[config.mk]
export PLATFORM = sky130hd
export DESIGN_NAME = register_file_flat
export DESIGN_NICKNAME = d
export VERILOG_FILES = /design/src/rtl/register_file_if.sv /design/src/rtl/register_file.sv /design/src/flat_wrapper.sv
export SDC_FILE = /design/constraint.sdc
export NUM_CORES = 2
export LEC_CHECK = 0
export BUFFER_PORTS_ARGS = -buffer_cell sky130_fd_sc_hd__buf_2
export CAP_MARGIN = 15
export CORE_MARGIN = 5
export CORE_UTILIZATION = 45
export CTS_CLUSTER_DIAMETER = 30
export DETAILED_ROUTE_END_ITERATION = 8
export GPL_ROUTABILITY_DRIVEN = 0
export PLACE_DENSITY = 0.71
export SLEW_MARGIN = 40
export SYNTH_ARGS = -nofsm -noshare
export SYNTH_HDL_FRONTEND = slang
export SYNTH_SLANG_ARGS = --single-unit
[constraint.sdc]
create_clock -name clk -period 43.2 [get_ports clk]
set_input_delay 6.48 -clock clk [delete_from_list [all_inputs] [get_ports clk]]
set_output_delay 6.48 -clock clk [all_outputs]
set_load 0.02 [all_outputs]
[src/rtl/register_file_if.sv]
// Register file access bus: two read ports, one debug read port, one write port
// and the committed-write counter. clk and reset stay outside as plain ports.
interface register_file_if #(
   parameter int DATA_WIDTH = 32,
   parameter int ADDR_WIDTH = 5
);
   logic [ADDR_WIDTH-1:0] read_reg1;
   logic [ADDR_WIDTH-1:0] read_reg2;
   logic [ADDR_WIDTH-1:0] write_reg;
   logic [DATA_WIDTH-1:0] write_data;
   logic                  reg_write;
   logic [ADDR_WIDTH-1:0] debug_reg;
   logic [DATA_WIDTH-1:0] read_data1;
   logic [DATA_WIDTH-1:0] read_data2;
   logic [DATA_WIDTH-1:0] debug_data;
   logic [15:0]           write_count;

   modport master (
      output read_reg1, read_reg2, write_reg, write_data, reg_write, debug_reg,
      input  read_data1, read_data2, debug_data, write_count
   );

   modport slave (
      input  read_reg1, read_reg2, write_reg, write_data, reg_write, debug_reg,
      output read_data1, read_data2, debug_data, write_count
   );
endinterface

[src/rtl/register_file.sv]
// 2**ADDR_WIDTH x DATA_WIDTH register file, register 0 hardwired to zero.
// Define REGFILE_BYPASS_EN to forward same-cycle write data to read ports 1 and 2.
module register_file #(
   parameter int DATA_WIDTH = 32,
   parameter int ADDR_WIDTH = 5
) (
   input logic            clk,
   input logic            reset,
   register_file_if.slave bus
);
   localparam int NUM_REGS = 2 ** ADDR_WIDTH;

   logic [DATA_WIDTH-1:0] regs [NUM_REGS];
   logic [15:0]           write_count;
   logic                  commit;

   assign commit = bus.reg_write && (bus.write_reg != '0) && !reset;

   // NOTE: every entry has an asynchronous clear, so the array becomes flops rather
   // than an inferred RAM; the contents must vanish the instant reset rises.
   always_ff @(posedge clk or posedge reset) begin
      if (reset) begin
         for (int i = 0; i < NUM_REGS; i++) regs[i] <= '0;
         write_count <= '0;
      end else if (commit) begin
         // NOTE: non-blocking, so reads in the write cycle still see the old contents.
         regs[bus.write_reg] <= bus.write_data;
         write_count         <= write_count + 16'd1;
      end
   end

   always_comb begin
      bus.read_data1 = (bus.read_reg1 == '0) ? '0 : regs[bus.read_reg1];
      bus.read_data2 = (bus.read_reg2 == '0) ? '0 : regs[bus.read_reg2];
`ifdef REGFILE_BYPASS_EN
      if (commit && (bus.read_reg1 == bus.write_reg)) bus.read_data1 = bus.write_data;
      if (commit && (bus.read_reg2 == bus.write_reg)) bus.read_data2 = bus.write_data;
`endif
   end

   // The debug port always shows stored contents, even with forwarding enabled.
   assign bus.debug_data  = (bus.debug_reg == '0) ? '0 : regs[bus.debug_reg];
   assign bus.write_count = write_count;
endmodule

[src/flat_wrapper.sv]
// flat-port wrapper written by rule: the top's interface ports become plain ports
module register_file_flat 
#(
   parameter int DATA_WIDTH = 32,
   parameter int ADDR_WIDTH = 5
)
  (clk, reset, bus_read_reg1, bus_read_reg2, bus_write_reg, bus_write_data, bus_reg_write, bus_debug_reg, bus_read_data1, bus_read_data2, bus_debug_data, bus_write_count);
  register_file_if #(.DATA_WIDTH(DATA_WIDTH), .ADDR_WIDTH(ADDR_WIDTH)) bus_i ();
  input logic clk;
  input logic reset;
  input wire logic [$bits(bus_i.read_reg1)-1:0] bus_read_reg1;
  input wire logic [$bits(bus_i.read_reg2)-1:0] bus_read_reg2;
  input wire logic [$bits(bus_i.write_reg)-1:0] bus_write_reg;
  input wire logic [$bits(bus_i.write_data)-1:0] bus_write_data;
  input wire logic [$bits(bus_i.reg_write)-1:0] bus_reg_write;
  input wire logic [$bits(bus_i.debug_reg)-1:0] bus_debug_reg;
  output wire logic [$bits(bus_i.read_data1)-1:0] bus_read_data1;
  output wire logic [$bits(bus_i.read_data2)-1:0] bus_read_data2;
  output wire logic [$bits(bus_i.debug_data)-1:0] bus_debug_data;
  output wire logic [$bits(bus_i.write_count)-1:0] bus_write_count;
  assign bus_i.read_reg1 = bus_read_reg1;
  assign bus_i.read_reg2 = bus_read_reg2;
  assign bus_i.write_reg = bus_write_reg;
  assign bus_i.write_data = bus_write_data;
  assign bus_i.reg_write = bus_reg_write;
  assign bus_i.debug_reg = bus_debug_reg;
  assign bus_read_data1 = bus_i.read_data1;
  assign bus_read_data2 = bus_i.read_data2;
  assign bus_debug_data = bus_i.debug_data;
  assign bus_write_count = bus_i.write_count;
  register_file #(.DATA_WIDTH(DATA_WIDTH), .ADDR_WIDTH(ADDR_WIDTH)) u_core (.clk(clk), .reset(reset), .bus(bus_i));
endmodule
### Word-level counts from Yosys, hierarchy flattened

Index checks and enable logic that the tools add are counted.

| word-level totals | value |
|---|---|
| bits in registers | 1040 |
| bits of input ports | 55 |
| output and inout port bits | 112 |
| word-level logic and storage cells | 66 |

| cells by class | value |
|---|---|
| $add $sub $neg | 1 |
| order comparisons | 5 |
| muxes and demuxes | 15 |
| bitwise logic cells | 4 |
| reductions and logical operators | 8 |

Operators with widths:

| operator | count |
|---|---|
| $bwmux W1024 | 1 |
| $bmux W32 S5 | 3 |
| $mux W32 | 10 |
| $demux W32 S5 | 1 |
| $ge A6 B6 Y1 const B | 4 |
| $not A5 Y6 | 4 |
| $add A16 B1 Y16 const B | 1 |
| $logic_not A5 Y1 | 3 |
| $lt A6 B1 Y1 const B | 1 |
| $reduce_bool A5 Y1 | 1 |
| $logic_and A1 B1 Y1 | 3 |
| $logic_not A1 Y1 | 1 |

### Depth between registers and ports, before layout

| logic depth | value |
|---|---|
| depth after elaboration | 6 |
| gate-level depth with buffers | 7 |

### Least setup slack after synthesis

Ideal clock, no wire load.

| path | value |
|---|---|
| path type | in2out |
| from | in bus_read_reg2[1] |
| to | out bus_read_data2[11] |
| data arrival time | 8.149 ns |
| required time | 36.720 ns |
| slack | 28.571 ns |
| stages on the path | 7 |
| cells stage by stage | buf_4 > buf_6 > nor2b_1 > clkbuf_1 > a221oi_1 > o21ai_0 > a311oi_1 |

| on the way | value |
|---|---|
| cells in the longest elaborated chain, start to end | 5 |

Ends and longest elaborated chain:

| item | line | source |
|---|---|---|
| start, declared | flat_wrapper.sv:12 | `input wire logic [$bits(bus_i.read_reg2)-1:0] bus_read_reg2;` |
| $not A5 Y6 (implied by the code) | register_file.sv:34 | `bus.read_data2 = (bus.read_reg2 == '0) ? '0 : regs[bus.read_reg2];` |
| $bmux W32 S5 | register_file.sv:34 |  |
| $mux W32 (implied by the code) (2 in a row) | register_file.sv:34 |  |
| $mux W32 * | register_file.sv:34 |  |
| end, declared | flat_wrapper.sv:18 | `output wire logic [$bits(bus_i.read_data2)-1:0] bus_read_data2;` |

Every way passes the cells marked *; elsewhere a longest branch is shown, timed or not. The select of a mux whose other input is x is not followed.

### Final worst setup path

| path | value |
|---|---|
| from | in bus_debug_reg[1] |
| to | out bus_debug_data[22] |

| on the way | value |
|---|---|
| cells in the longest elaborated chain, start to end | 5 |

Ends and longest elaborated chain:

| item | line | source |
|---|---|---|
| start, declared | flat_wrapper.sv:16 | `input wire logic [$bits(bus_i.debug_reg)-1:0] bus_debug_reg;` |
| $not A5 Y6 (implied by the code) | register_file.sv:42 | `assign bus.debug_data = (bus.debug_reg == '0) ? '0 : regs[bus.debug_reg];` |
| $bmux W32 S5 | register_file.sv:42 |  |
| $mux W32 (implied by the code) (2 in a row) | register_file.sv:42 |  |
| $mux W32 * | register_file.sv:42 |  |
| end, declared | flat_wrapper.sv:19 | `output wire logic [$bits(bus_i.debug_data)-1:0] bus_debug_data;` |

Marks and branches as above.

==> run_results.csv <==
group,metric,value,unit
global_routing,gr-total-overflow,0,
place,dpl_worst_slack,26.12,ns
synth,yosysTopAreaCellShare,0.412,
critical_path,end_kind,"primary output",
pwr,leakagePower,31.8,nW
detailed_routing,route.detailed.drc,0,
finish,multi_input_area,0.0352,mm²
synth,ys_seq_elements,1040,
critical_path,cp_data_arrival_time,10.58,ns
critical_path,r2r_start,"u_core.bus.write_count[0]$_DFFE_PP0P_",
synth,ys_warn_count,0,
clock_network,cts_setup_buffers,0,
detailed_routing,wl_per_cell,34.9,µm
hold_path,hold_path_end,"u_core.regs[1007]$_DFFE_PP0P_",
detailed_routing,wl_met2,98800,µm
clock_network,clk_pin_slew,0.05,ns
synth,yosys.area.top_type,"dfrtp_1",
place,post-dp-hpwl,125000,µm
detailed_routing,vias,45760,
critical_path,path_delay_family,"buffers and inverters",
synth,syn_avg_cell_area,14.6,µm²
floorplanning,die_w,385,µm
hold_path,min-delay-path-class,"reg -> reg",
synth,syn_nets,4392,
global_routing,grt_pass1_wl,328000,µm
pwr,p_per_area,49.5,mW/mm²
timing,setup_viol,0,
pwr,power,3.67,mW
finish,fin_util,0.532,
critical_path,slowest_delay,0.71,ns
clock_network,insertion_delay,0.83,ns
detailed_routing,drt-met1-wl,83400,µm
timing,period_needed,17.06,ns
floorplanning,fp-row-count,137,
critical_path,worstReg2RegEnd,"u_core.bus.write_count[8]$_DFFE_PP0P_",
synth,ys_types,42,
detailed_routing,postRouteAntennaNets,0,
detailed_routing,highest_layer,"met5",
detailed_routing,first_pass_iters,6,
critical_path,cp_num_buf_inv,6,
timing,maxSlewViolCount,0,
critical_path,r2r_setup_slack,41.40,ns
place,numPortBuffers,166,
hold_path,hold_start,"u_core.regs[1007]$_DFFE_PP0P_",
clock_network,hold_buffers,0,
global_routing,grt_pass1_vias,46532,
detailed_routing,finalWirelength,224000,µm
clock_network,cts-root-buf,"clkbuf_16",
global_routing,grt_use_total,0.302,
global_routing,antenna_found_initial,16,
clock_network,cts.path.max_buffers,3,
floorplanning,dieArea,0.148,mm²
finish,area_delta_synth_final,17.3,%
floorplanning,ios,167,
finish,final-seq-area,0.0260,mm²
finish,finalNetCount,4385,
detailed_routing,vias_per_cell,7.13,
clock_network,cts.sinks,1040,
synth,synthCells,4336,
finish,fillers,11152,
critical_path,path_common_cell,"buf_4",
synth,ys_seq_area_frac,0.412,
synth,synth_area,0.0632,mm²
timing,clock_skew,0.0253,ns
timing,hold_viol,0,
timing,fmax,0.0586,GHz
timing,worst_slack,26.14,ns
critical_path,crit_path_start_kind,"input port",
critical_path,path_max_fanout,38,
critical_path,cpMaxStageDelayCell,"a311oi_1",
synth,synthTopCellsByArea,"dfrtp_1 (41%), mux4_2 (24%), mux2_2 (19%), mux2i_1 (3.0%), clkbuf_1 (1.6%)",
timing,setup-tns-final,0,ns
clock_network,h-tree-depth,4,
floorplanning,initial_core_util,0.453,
outcome,status,"complete, no violations",
critical_path,ff2ff_path_depth,5,
timing,fin_crit_sh,0.395,
clock_network,numCtsBuffers,232,
timing,holdWs,0.414,ns
hold_path,hold_depth,0,
critical_path,path_class,"in -> out",
critical_path,cp.required,36.72,ns
synth,async_flop_share,1.00,
timing,slew_headroom,0.364,
critical_path,path_cells,"buf_8 -> buf_16 -> buf_4 -> buf_4 -> nor2_4 -> buf_4 -> a221oi_1 -> o21ai_0 -> a311oi_1 -> buf_2",
floorplanning,coreArea,0.140,mm²
detailed_routing,wl_met3,27200,µm
floorplanning,dieHeight,385,µm
clock_network,ctsResizeCount,0,
timing,tightestPinTransition,0.952,ns
pwr,vdd_drop_max,0.0455,mV
synth,synth_top_flop_cell,"dfrtp_1",
synth,synth_commonest_cells,"mux2_2 (1063), dfrtp_1 (1040), mux4_2 (672), clkbuf_1 (275), buf_2 (199)",
finish,layout-drive-gt1-share,0.552,
detailed_routing,drt_iter0_drc,6279,
timing,grt_setup_unrepaired,"no",
flow_run,cap_violations,0,
synth,synth_most_common_cell,"mux2_2",
clock_network,cts_tree,"yes",
global_routing,grt_max_degree,152,
synth,synth_edf_count,0,
-- flip-flops by register name, indices dropped and copies added, names as in the netlist --
| signal | cells |
|---|---|
| u_core.regs | 1024 |
| u_core.bus.write_count | 16 |
-- cell usage in the layout, fill, tap and decap left out, drive strengths merged, types with 69 or more instances in the layout --
cell	Yosys	final
mux2i	192	192
clkbuf	276	303
a311oi	96	96
a22oi	96	96
a211oi	96	96
a221oi	69	69
nor2b	103	103
mux4	672	672
o21ai	165	165
buf	248	282
dfrtp	1040	1040
nand2	75	75
mux2	1089	1089
-- report_power, final --
part | switching (mW) | internal (mW) | total, mW
clock | 0.593 | 1.27 | 1.87
combinational | 0.263 | 0.311 | 0.574
sequential | 0.126 | 1.10 | 1.23
-- per-layer routing --
metal | track usage | up-vias
met5 | 0 | -
met4 | 0.177 | 4
met3 | 0.0944 | 820
met2 | 0.438 | 3457
met1 | 0.401 | 24054
li1 | - | 17425
-- stage by stage --
step / area [µm²] / std cells
after floorplan: 63200 / 4336
after global placement: 65200 / 5955
after detailed placement: 65600 / 5965
after CTS: 74000 / 6398
after global routing: 74200 / 6410
final: 74200 / 6414
-- cell families (layout without fill, tap and decap cells) --
logic type | after synthesis | after routing | synth area share
DFF | 1040 | 1040 | 0.412
AOI/OAI and AO/OA | 552 | 552 | 0.0632
adders and majority gates | 1 | 1 | 0.000198
buffers and inverters | 529 | 721 | 0.0384
other | 0 | 10 | 0
xor gates and xnor gates | 15 | 15 | 0.00208
muxes | 1953 | 1953 | 0.464
and+or+nand+nor | 246 | 246 | 0.0210
-- worst max path at each step --
stage,start,end,slack [ns],cells after the start
global route,bus_debug_reg[1],bus_debug_data[22],25.94,10
global placement,bus_debug_reg[1],bus_debug_data[30],25.72,9
floorplan,reset,u_core.bus.write_count[0]$_DFFE_PP0P_,7.45,1
finish,bus_debug_reg[1],bus_debug_data[22],26.14,10
detailed placement,bus_debug_reg[1],bus_debug_data[22],26.12,9
CTS,bus_debug_reg[1],bus_debug_data[22],26.11,9
-- area by class of cell --
class	instances	share of cell area
clock buffer	302	0.0882
tap	1876	0.0317
sequential	1040	0.351
antenna	10	0.000337
clock inverter	131	0.0245
multi-input combinational	2767	0.474
inverter	5	0.000523
timing repair buffer	283	0.0294
Power figures use the tool's default switching activity.
